`src/rtl/scanner_pkg.sv`:
```
// scanner_pkg: FSM state encodings and default bus widths shared between
// the front-panel sequencer and the control unit.
`default_nettype none

package scanner_pkg;

   localparam logic [1:0] IDLE    = 2'd0;
   localparam logic [1:0] RUN     = 2'd1;
   localparam logic [1:0] INSPECT = 2'd2;

   localparam int DEFAULT_ADDR_W = 10;
   localparam int DEFAULT_DATA_W = 32;

endpackage

`default_nettype wire

```
`src/rtl/btn_debounce.sv`:
```
// btn_debounce: 2-FF synchronizer, stable-sample debouncer and press pulse
// for one raw push-button.
`default_nettype none

module btn_debounce #(
   parameter int DEBOUNCE_CYCLES = 4
) (
   input  logic fast_clk,
   input  logic rst_n,
   input  logic btn,
   output logic pulse
);

   localparam int CNT_W = (DEBOUNCE_CYCLES < 2) ? 1 : $clog2(DEBOUNCE_CYCLES + 1);
   localparam logic [CNT_W-1:0] CNT_LAST = CNT_W'(DEBOUNCE_CYCLES - 1);

   logic             sync_1;
   logic             sync_2;
   logic             level;
   logic             level_q;
   logic [CNT_W-1:0] cnt;

   always_ff @(posedge fast_clk or negedge rst_n) begin
      if (!rst_n) begin
         sync_1  <= 1'b0;
         sync_2  <= 1'b0;
         level   <= 1'b0;
         level_q <= 1'b0;
         cnt     <= '0;
      end else begin
         sync_1  <= btn;
         sync_2  <= sync_1;
         level_q <= level;
         if (sync_2 == level) begin
            cnt <= '0;
         end else if (cnt == CNT_LAST) begin
            // This sample is the DEBOUNCE_CYCLES-th consecutive disagreement.
            level <= sync_2;
            cnt   <= '0;
         end else begin
            cnt <= cnt + 1'b1;
         end
      end
   end

   assign pulse = level & ~level_q;

endmodule

`default_nettype wire

```
`src/rtl/infer_scanner.sv`:
```
// infer_scanner: push-button sequencer that runs the processor, then steps
// through data memory and latches each word once its read has settled.
`default_nettype none

module infer_scanner
   import scanner_pkg::*;
#(
   parameter int ADDR_W          = DEFAULT_ADDR_W,
   parameter int DATA_W          = DEFAULT_DATA_W,
   parameter int DEBOUNCE_CYCLES = 4,
   parameter int SETTLE          = 2
) (
   input  logic              fast_clk,
   input  logic              rst_n,
   input  logic              btn_run,
   input  logic              btn_next,
   input  logic              btn_prev,
   input  logic              done_i,
   input  logic [DATA_W-1:0] infer_data,
   output logic              top_en,
   output logic              infer,
   output logic [ADDR_W-1:0] infer_addr,
   output logic [DATA_W-1:0] shown_data,
   output logic              shown_valid
);

   localparam int SETTLE_W = (SETTLE < 2) ? 1 : $clog2(SETTLE + 1);
   localparam logic [SETTLE_W-1:0] SETTLE_LOAD = SETTLE_W'(SETTLE);

   logic                run_pulse;
   logic                next_pulse;
   logic                prev_pulse;
   logic                step_fwd;
   logic                step_back;
   logic                addr_change;
   logic [1:0]          state;
   logic [ADDR_W-1:0]   addr;
   logic [SETTLE_W-1:0] settle_cnt;
   logic [DATA_W-1:0]   data_q;
   logic                valid_q;

   btn_debounce #(.DEBOUNCE_CYCLES(DEBOUNCE_CYCLES)) u_run (
      .fast_clk (fast_clk),
      .rst_n    (rst_n),
      .btn      (btn_run),
      .pulse    (run_pulse)
   );

   btn_debounce #(.DEBOUNCE_CYCLES(DEBOUNCE_CYCLES)) u_next (
      .fast_clk (fast_clk),
      .rst_n    (rst_n),
      .btn      (btn_next),
      .pulse    (next_pulse)
   );

   btn_debounce #(.DEBOUNCE_CYCLES(DEBOUNCE_CYCLES)) u_prev (
      .fast_clk (fast_clk),
      .rst_n    (rst_n),
      .btn      (btn_prev),
      .pulse    (prev_pulse)
   );

   // Coincident next/prev presses cancel each other out.
   always_comb begin
      step_fwd    = next_pulse & ~prev_pulse;
      step_back   = prev_pulse & ~next_pulse;
      addr_change = (state == INSPECT) && (step_fwd || step_back);
   end

   always_ff @(posedge fast_clk or negedge rst_n) begin
      if (!rst_n) begin
         state      <= IDLE;
         addr       <= '0;
         settle_cnt <= '0;
         data_q     <= '0;
         valid_q    <= 1'b0;
      end else begin
         case (state)
            IDLE: begin
               if (run_pulse) begin
                  state <= RUN;
               end
            end
            RUN: begin
               if (done_i) begin
                  state      <= INSPECT;
                  settle_cnt <= SETTLE_LOAD;
                  valid_q    <= 1'b0;
               end
            end
            INSPECT: begin
               if (addr_change) begin
                  addr       <= step_fwd ? addr + 1'b1 : addr - 1'b1;
                  settle_cnt <= SETTLE_LOAD;
                  valid_q    <= 1'b0;
               end else if (!valid_q) begin
                  // A clear valid flag means a settle is still in progress.
                  if (settle_cnt == '0) begin
                     data_q  <= infer_data;
                     valid_q <= 1'b1;
                  end else begin
                     settle_cnt <= settle_cnt - 1'b1;
                  end
               end
            end
            default: begin
               state <= IDLE;
            end
         endcase
      end
   end

   assign top_en      = (state == RUN);
   assign infer       = (state == INSPECT);
   assign infer_addr  = addr;
   assign shown_data  = data_q;
   assign shown_valid = valid_q;

endmodule

`default_nettype wire

```
`config.mk`:
```
export PLATFORM = sky130hd
export DESIGN_NAME = infer_scanner
export DESIGN_NICKNAME = d
export VERILOG_FILES = /design/src/rtl/scanner_pkg.sv /design/src/rtl/btn_debounce.sv /design/src/rtl/infer_scanner.sv
export SDC_FILE = /design/constraint.sdc
export NUM_CORES = 1
export LEC_CHECK = 0
export BUFFER_PORTS_ARGS = -buffer_cell sky130_fd_sc_hd__buf_2
export CORE_UTILIZATION = 35
export CTS_BUF_LIST = sky130_fd_sc_hd__clkbuf_2 sky130_fd_sc_hd__clkbuf_4 sky130_fd_sc_hd__clkbuf_8
export CTS_CLUSTER_DIAMETER = 60
export DETAILED_ROUTE_END_ITERATION = 7
export PLACE_DENSITY_LB_ADDON = 0.08
export SYNTH_ARGS = -nofsm -noshare
export SYNTH_HDL_FRONTEND = slang
export SYNTH_HIERARCHICAL = 1
export SYNTH_SLANG_ARGS = --single-unit
```
`constraint.sdc`:
```
create_clock -name fast_clk -period 7.3 [get_ports fast_clk]
set_clock_uncertainty 0.05 [all_clocks]
set_input_delay 0 -clock fast_clk [delete_from_list [all_inputs] [get_ports fast_clk]]
set_output_delay 0 -clock fast_clk [all_outputs]
set_load 0.01 [all_outputs]
```
Word level (Yosys, flattened, before mapping)
Index checks and enable logic that the tools add are counted.

word-level totals
  flip-flop bits (word level) = 68
  input port bits = 38
  output and inout port bits = 45
  word-level logic and storage cells = 86

operators by class
  $add $sub $neg = 6
  eq/ne operators = 12
  multiplexer cells = 19
  bitwise logic cells = 16
  reduce and logical (&&, ||, !) cells = 13

operator list
  cell                   number
  $mux 3                 6
  $not 1->1              11
  $add 10x1->10 const B  1
  $mux 10                1
  $mux 2                 5
  $reduce_and 2->1       5
  $sub 10x1->10 const B  1
  $add 3x1->3 const B    3
  $eq 3x2->1 const B     3
  $reduce_and 4->1       2
  $ne 3x3->1 const B     2
  $pmux 2 s3             1
  $and 1x1->1            5
  $logic_not 2->1        2
  $mux 1                 4
  $ne 2x2->1 const B     2
  $pmux 2 s2             1
  $eq 1x1->1             3
  $reduce_and 3->1       1
  $eq 2x1->1 const B     1
  $eq 2x2->1 const B     1
  $pmux 1 s2             1
  $reduce_bool 2->1      1
  $sub 2x1->2 const B    1
  other kinds (2)        2

Logic depth before layout (Yosys ltp)
Gate-level depths: netlist of run 1.

  word-level depth = 8
  mapped depth = 10
  mapped depth without buffers = 10

By module
The synthesis of run 1 kept the hierarchy.

by module, submodules not included
  module         instances  cells an instance  area each (um^2)  seq. area each (um^2)
  infer_scanner  1          179                2249.7            1176.1
  btn_debounce   3          15                 252.7             175.2

Least setup slack after synthesis of run 1
OpenSTA, ideal clock, no wires.

  path kind = register to register
  from = reg u_prev.level
  to = reg addr[9], in the netlist infer_addr[9]
  data arrival time = 2.439 ns
  setup slack = 4.687 ns
  cell stages (with the launch flop) = 11
  path buffers = 0
  cells stage by stage = dfrtp_1 nor2b_1 inv_1 ha_1 inv_1 ha_1 and2_1 a2111oi_4 o21ai_1 and4b_1 a211o_1

on the way
  word-level cells in the longest chain between the ends = 6
  elaborated cells on any way between the ends = 8

RTL lines
  element                            line                 RTL
  from (decl)                        btn_debounce.sv:19   logic level;
  from (signal assigned)             btn_debounce.sv:38   level <= sync_2;
  $and 1x1->1 (*)                    btn_debounce.sv:46   assign pulse = level & ~level_q;
  net prev_pulse                     infer_scanner.sv:32  logic prev_pulse;
  $not 1->1                          infer_scanner.sv:65  step_fwd = next_pulse & ~prev_pulse;
  $and 1x1->1                        infer_scanner.sv:65
  $logic_or 1x1->1                   infer_scanner.sv:67  addr_change = (state == INSPECT) && (step_fwd || step_back);
  $logic_and 1x1->1                  infer_scanner.sv:67
  $reduce_and 2->1 (no source line)  n/a
  to (signal assigned)               infer_scanner.sv:93  addr <= step_fwd ? addr + 1'b1 : addr - 1'b1;
  to (decl)                          infer_scanner.sv:37  logic [ADDR_W-1:0] addr;

Mark *: on every way through the listed nets, which the timed path passes. The rest lies on a longest branch.
A chain may end at the register's enable or synchronous reset.

Worst setup path in the final report of run 1
Same ends and word-level chain as after synthesis.

==> results of run 1 <==
==> flip-flops by register name (all words and copies together) (netlist names), 2 cells and up <==
register / count
u_prev/cnt: 3
u_run/cnt: 3
settle_cnt: 2
state: 2
u_next/cnt: 3
infer_addr: 10
shown_data: 32
==> worst max-delay path by stage <==
stage | cells after the start | end | start | slack [ps]
after floorplan | 10 | infer_addr[9] | u_prev/level | 4690
after global placement | 10 | infer_addr[9] | u_prev/level | 4480
after detailed placement | 10 | infer_addr[9] | u_prev/level | 4420
after CTS | 10 | infer_addr[9] | u_prev/level | 4390
after global routing | 10 | infer_addr[9] | u_prev/level | 4230
final | 10 | infer_addr[9] | u_prev/level | 4440
==> critical path, delay by kind of cell (launching register included) <==
kind                     cells  cell delay, ps
adder cells (fa/ha/maj)      2             730
AND/OR/NAND/NOR              3             590
flip-flops                   1             420
buffers and inverters        2             290
AO/OA/AOI/OAI                3             660
==> metal layers <==
layer | vias to the layer above | wire [um] | GRT usage
met2 | 62 | 2730 | 0.231
met1 | 996 | 2750 | 0.182
met5 | - | 0 | 0
li1 | 1055 | - | -
met3 | 7 | 328 | 0.0556
met4 | 0 | 116 | 0.0568
==> stage by stage <==
stage	area (um^2)	hold WS (ps)	util	setup slack, ps	cells
3_3_place_gp	3540	60.7	0.429	4480	408
4_1_cts	4150	233	0.503	4390	461
2_1_floorplan	3010	-346	-	4690	224
3_5_place_dp	3540	59.9	0.429	4420	408
6_report	4150	260	0.503	4440	461
5_1_grt	4150	238	0.503	4230	461
==> final cells by class <==
class	count	area [um^2]
fill	753	4100
tap	105	131
sequential	68	1700
clock buffer	10	131
inverter	9	33.8
timing repair buffer	121	796
multi-input combinational	142	1250
clock inverter	6	111
==> cell families after synthesis <==
group,share of synthesized area
flops,0.566
mux,0.134
simple gates,0.102
buf+inv,0.0212
compound gates,0.0932
xor+xnor,0.0233
fa+ha+maj,0.0607
==> cells in the mapped netlist (all sizes together) (2+ instances only) <==
master | n | share of area
and2b | 2 | 0.0050
nor2b | 7 | 0.022
nand3 | 2 | 0.0033
o21a | 5 | 0.012
ha | 13 | 0.054
nor2 | 5 | 0.0062
dfrtp | 68 | 0.57
buf | 4 | 0.0087
a21o | 7 | 0.017
nor3 | 8 | 0.013
mux2 | 35 | 0.13
nand2 | 8 | 0.010
a211o | 2 | 0.0058
o21ai | 9 | 0.015
xnor2 | 5 | 0.015
a21oi | 4 | 0.0067
nor3b | 9 | 0.029
inv | 9 | 0.011
a211oi | 2 | 0.0050
xor2 | 3 | 0.0087
o21bai | 2 | 0.0050
==> power groups by stage <==
| stage | registers (W) | clock network [W] | logic [W] |
|---|---|---|---|
| after floorplan | 0.000604 | 0 | 0.000465 |
| after global placement | 0.000573 | 0 | 0.000682 |
| after detailed placement | 0.000576 | 0 | 0.000690 |
| after CTS | 0.000570 | 0.000397 | 0.000708 |
| after global routing | 0.000588 | 0.000412 | 0.000789 |
| final | 0.000567 | 0.000381 | 0.000697 |
==> results.yml, run 1 <==
global_routing:
  grt.total_usage: 0.147
  grt_max_degree: 69
  grt_pass1_vias: 2167
  antenna_found_initial: 0
  grt_pass1_wl_um: 9940
  gr-total-overflow: 0
yosys:
  avgSynthCellArea_um2: 13.4
  synth_area_um2: 3010
  synthArstFlopShare: 1.00
  ys_ff_latch: 68
  synth_edf_count: 0
  ys.warnings.count: 6
  ys_types: 40
  synth_cells: 224
  ys_seq_area_frac: 0.566
  synth_ff_type: "dfrtp_1"
  synth_nets: 276
timing:
  post-route-period-util: 0.392
  tns_ps: 0
  hold_viol: 0
  max_freq_mhz: 349
  rsz0062_at_grt: "no"
  min_period_ps: 2860
  slew_viol_final: 0
  setup_viol: 0
  maxSlewHeadroom: 0.411
  worst_slew_pin_slew_ps: 884
final_layout:
  syn2layout_area_growth_pct: 38.1
  layout_common_cells: "buf_2 (82), dfrtp_1 (68), dlygate4sd3_1 (37)"
  antenna_cells: 0
  final_common_cell: "buf_2"
  drive_gt1_frac: 0.402
  nets: 403
clocking:
  cts_tree: "yes"
  cts_sinks: 68
  cts_made_buffers: 9
  cts_resized: 0
  clk_pin_slew_ps: 80
  hold_buffers: 37
  cts_setup_buffers: 0
  root_buffer: "clkbuf_8"
  h-tree-depth: 3
  clock_latency_ps: 340
  cts_max_path_buffers: 2
routing:
  drtPass1Iterations: 4
  drc: 0
  drt-initial-drc-count: 53
  viasPerCell: 4.60
  wl_um: 5920
  avgRoutedWirePerCell_um: 12.8
  ant_nets: 0
  vias: 2120
run_status:
  status: "finished clean"
power_and_ir_drop:
  pwr-share-comb: 0.424
  p_int_w: 0.00106
  power_w: 0.00164
  leakagePower_nw: 2.11
  p_sw_w: 0.000585
  irDropWorstVdd_mv: 0.145
  power_density_nw_per_um2: 396
  swShare: 0.356
  seqPwrFrac: 0.345
  clkPwrFrac: 0.231
floorplan:
  die_h_um: 94.7
  start_util: 0.364
  std_cell_rows: 33
  die-area_um2: 8970
  chipWidth_um: 94.7
  core-area_um2: 8260
  pin_count: 83
setup_path:
  path_max_fanout: 8
  r2r_end: "infer_addr[9]"
  r2r-start: "u_prev/level"
  reg2regPathDepth: 10
  worstSetupPathType: "reg2reg"
  path_cells: "nor2b_1 > inv_1 > ha_1 > inv_1 > ha_1 > and2_1 > a2111oi_4 > o21ai_1 > and4b_1 > a211o_1"
  critPathArrivalTime_ps: 3040
  rrSetupSlack_ps: 4440
  endpoint_kind: "flop"
  max_stage_delay_ps: 420
  slowest_stage: "dfrtp_1"
  worst_setup_path_start_kind: "flop"
  required_ps: 7470
place:
  dpl.hpwl_um: 3750
  portBuffers: 82
  place.gp.congestion: 0.727
hold_path:
  hp-class: "in2reg"
  holdPathStages: 2
  hp-start: "btn_prev"
  min_to: "u_prev/sync_1"
job:
  cap_violations: 0
(Power assumes the default switching activity.)
==> inputs of run 2 (changes only) <==
Clock period 7.3 ns to 2.84 ns, I/O delays scaled along.
==> results.yml, run 2 (synthesis results as in run 1) <==
floorplan:
  start_util: 0.364
  die_h_um: 94.7
  std_cell_rows: 33
  die-area_um2: 8970
  core-area_um2: 8260
  chipWidth_um: 94.7
  pin_count: 83
routing:
  drtPass1Iterations: 3
  avgRoutedWirePerCell_um: 12.3
  wl_um: 5730
  viasPerCell: 4.70
  drc: 0
  ant_nets: 0
  drt-initial-drc-count: 44
  vias: 2183
timing:
  post-route-period-util: 0.912
  tns_ps: 0
  worst_slew_pin_slew_ps: 753
  max_freq_mhz: 386
  slew_viol_final: 0
  maxSlewHeadroom: 0.498
  hold_viol: 0
  rsz0062_at_grt: "no"
  setup_viol: 0
  min_period_ps: 2590
power_and_ir_drop:
  leakagePower_nw: 2.09
  power_density_nw_per_um2: 964
  irDropWorstVdd_mv: 0.433
clocking:
  cts_tree: "yes"
  cts_sinks: 68
  clk_pin_slew_ps: 70
  cts_resized: 0
  root_buffer: "clkbuf_8"
  h-tree-depth: 3
  cts_made_buffers: 9
  cts_max_path_buffers: 2
  clock_latency_ps: 330
final_layout:
  syn2layout_area_growth_pct: 37.3
  final_area_um2: 4130
  antenna_cells: 0
  largest_register_ffs: 32
  final_common_cell: "buf_2"
  drive_gt1_frac: 0.407
  nets: 406
  final_cells: 464
  layout_common_cells: "buf_2 (82), dfrtp_1 (68), dlygate4sd3_1 (37)"
global_routing:
  grt_max_degree: 38
  grt_pass1_wl_um: 9750
  gr-total-overflow: 0
  antenna_found_initial: 0
  grt.total_usage: 0.144
  grt_pass1_vias: 2168
setup_path:
  r2r-start: "u_prev/level"
  worst_setup_path_start_kind: "flop"
  endpoint_kind: "flop"
  rrSetupSlack_ps: 250
  worstSetupPathType: "reg2reg"
  r2r_end: "infer_addr[9]"
  endpoint: "infer_addr[9]"
  required_ps: 3010
  path_max_fanout: 8
  critPathArrivalTime_ps: 2760
  cp-startpoint: "u_prev/level"
  reg2regPathDepth: 10
place:
  place_area_um2: 3580
  dpl.hpwl_um: 3990
  portBuffers: 82
  post-place-cells: 411
  place.gp.congestion: 0.731
hold_path:
  hp-class: "in2async"
job:
  cap_violations: 0
run_status:
  status: "finished clean"
## run 2: through the flow
| step | setup WS [ps] | total power, W | hold slack [ps] | utilization |
|---|---|---|---|---|
| 6_report | 249 | 0.00398 | 216 | 0.500 |
| 5_1_grt | 41.8 | 0.00436 | 230 | 0.500 |
| 4_1_cts | 198 | 0.00406 | 230 | 0.500 |
| 3_5_place_dp | 211 | 0.00328 | 59.4 | 0.433 |
| 3_3_place_gp | 261 | 0.00325 | 58.7 | 0.433 |
| 2_1_floorplan | 227 | 0.00275 | -346 | - |
## run 2: worst min-delay path by stage
stage                     depth (start not counted)             to  startpoint
final                                             2  infer_addr[5]       rst_n
after floorplan                                   0  infer_addr[0]       rst_n
after CTS                                         2  infer_addr[5]       rst_n
after global placement                            1   u_run/sync_1     btn_run
after detailed placement                          1   u_run/sync_1     btn_run
after global routing                              2   u_run/sync_1     btn_run
## run 2: report_power, final
part,switching [W],internal (W),leakage (nW)
clock network,0.000366,0.000352,0.0889
logic,0.000928,0.000875,1.13
registers,0.000187,0.00127,0.879
## run 2: timing repair
item | in CTS | in global routing
buffers inserted | 0 | 0
hold endpoints to repair | 69 | 0
hold buffers | 37 | 0
## run 2: routing by layer
layer,part of all wire,routed length (um),GRT usage
met5,0,0,0
met4,0.0086,49,0.0455
met3,0.070,402,0.0652
met2,0.48,2720,0.228
met1,0.45,2550,0.173
## run 2: final cells by class
cell class,count,area (um^2)
clock inverter,5,37.5
clock buffer,11,145
tap,105,131
multi-input combinational,142,1250
timing repair buffer,124,831
inverter,9,33.8
sequential,68,1700
fill,763,4130
## run 2: worst max-delay path, cell delays in order (launching register included)
cell	delay (ps)
dfrtp_1	390
nor2b_1	140
inv_1	50
ha_1	180
inv_1	230
ha_1	330
and2_1	240
a2111oi_4	340
o21ai_1	100
and4b_1	210
a211o_1	220
==> inputs of run 3 (changes only) <==
==> constraint.sdc (replaced) <==
create_clock -name fast_clk -period 2.84 [get_ports fast_clk]
set_clock_uncertainty 0.05 [all_clocks]
set_input_delay 0.426 -clock fast_clk [delete_from_list [all_inputs] [get_ports fast_clk]]
set_output_delay 0.426 -clock fast_clk [all_outputs]
set_load 0.01 [all_outputs]
==> results.yml, run 3 (synthesis results as in run 1) <==
clocking:
  clock_latency_ps: 340
  h-tree-depth: 3
  cts_sinks: 68
  clk_pin_slew_ps: 70
  cts_max_path_buffers: 2
  cts_tree: "yes"
  root_buffer: "clkbuf_8"
  cts_made_buffers: 9
  cts_setup_buffers: 0
timing:
  hold_viol: 0
  rsz0062_at_grt: "no"
  min_period_ps: 2620
  tns_ps: 0
  setup_viol: 0
  slew_viol_final: 0
  maxSlewHeadroom: 0.681
  worst_slew_pin_slew_ps: 474
  layout_setup_ws_ps: 218
  max_freq_mhz: 381
  post-route-period-util: 0.923
routing:
  vias: 2051
  drt-initial-drc-count: 37
  avgRoutedWirePerCell_um: 13.1
  drc: 0
  ant_nets: 0
  viasPerCell: 4.79
  drtPass1Iterations: 4
  wl_um: 5620
place:
  place.gp.congestion: 0.744
  portBuffers: 82
  place_ws_ps: 236
  post-place-cells: 412
  dpl.hpwl_um: 3980
  place_area_um2: 3570
power_and_ir_drop:
  p_sw_w: 0.00146
  seqPwrFrac: 0.368
  leakagePower_nw: 1.95
  swShare: 0.368
  p_int_w: 0.00251
  clkPwrFrac: 0.185
  power_density_nw_per_um2: 1050
  irDropWorstVdd_mv: 0.379
  pwr-share-comb: 0.446
hold_path:
  hp-start: "btn_run"
  holdPathStages: 1
  min_to: "u_run/sync_1"
  hp-class: "in2reg"
setup_path:
  worst_setup_path_start_kind: "flop"
  reg2regPathDepth: 10
  endpoint_kind: "flop"
  critPathArrivalTime_ps: 2780
  critPathTopFamily: "compound AO/OA/AOI/OAI gates"
  max_stage_delay_ps: 390
  worstSetupPathType: "reg2reg"
  slowest_stage: "dfrtp_1"
  r2r-start: "u_prev/level"
  required_ps: 3000
  path_cells: "nor2b_1 > inv_1 > ha_1 > inv_1 > ha_1 > and2_1 > a2111oi_4 > o21ai_1 > and4b_1 > a211o_1"
  path_buf_inv: 2
  r2r_end: "infer_addr[9]"
  path_max_fanout: 8
  rrSetupSlack_ps: 220
final_layout:
  drive_gt1_frac: 0.452
  syn2layout_area_growth_pct: 25.1
  final_area_um2: 3760
  final_common_cell: "buf_2"
  antenna_cells: 0
  final_cells: 428
  nets: 371
  layout_common_cells: "buf_2 (82), dfrtp_1 (68), mux2_2 (35)"
  largest_register_ffs: 32
global_routing:
  grt_pass1_wl_um: 9740
  grt.total_usage: 0.142
  grt_pass1_vias: 2077
  gr-total-overflow: 0
  antenna_found_initial: 0
  grt_max_degree: 34
floorplan:
  die_h_um: 94.7
  chipWidth_um: 94.7
  std_cell_rows: 33
  pin_count: 83
  start_util: 0.364
  die-area_um2: 8970
  core-area_um2: 8260
job:
  cap_violations: 0
run_status:
  status: "finished clean"
-- run 3: how the worst max path moves through the flow --
stage	cells after the start	start	endpoint	slack (ps)
after global placement	10	u_prev/level	infer_addr[9]	270
after detailed placement	10	u_prev/level	infer_addr[9]	240
after CTS	10	u_prev/level	infer_addr[9]	200
after global routing	10	u_prev/level	infer_addr[9]	40
final	10	u_prev/level	infer_addr[9]	220
after floorplan	10	u_prev/level	infer_addr[9]	230
-- run 3: metal layers --
layer / vias to the layer above / global-route usage / share of wire
li1: 987 / - / -
met1: 991 / 0.188 / 0.46
met2: 68 / 0.212 / 0.45
met3: 5 / 0.0531 / 0.073
met4: 0 / 0.0530 / 0.012
met5: - / 0 / 0
-- run 3: through the flow --
step	util	total power, W	hold slack [ps]
final	0.456	0.00396	156
after global routing	0.456	0.00434	130
after CTS	0.456	0.00404	130
after detailed placement	0.432	0.00327	281
after global placement	0.432	0.00325	277
after floorplan	-	0.00275	80.4
-- run 3: final cells by class --
class | count | area [um^2]
Fill cell | 809 | 4500
Sequential cell | 68 | 1700
Multi-Input combinational cell | 142 | 1250
Timing Repair Buffer | 89 | 465
Clock buffer | 14 | 174
Tap cell | 105 | 131
Inverter | 9 | 33.8
Clock inverter | 1 | 7.51
-- run 3: what timing repair did --
action / in CTS / in global routing
gates resized for setup: 0 / 0
hold endpoints to repair: 9 / 0
hold buffers: 1 / 0
-- run 3: power groups by stage --
stage	Clock (W)	Combinational, W	Sequential, W
finish	0.000734	0.00177	0.00146
floorplan	0	0.00120	0.00155
CTS	0.000771	0.00180	0.00147
global route	0.000814	0.00201	0.00152
detailed placement	0	0.00179	0.00148
global placement	0	0.00178	0.00147
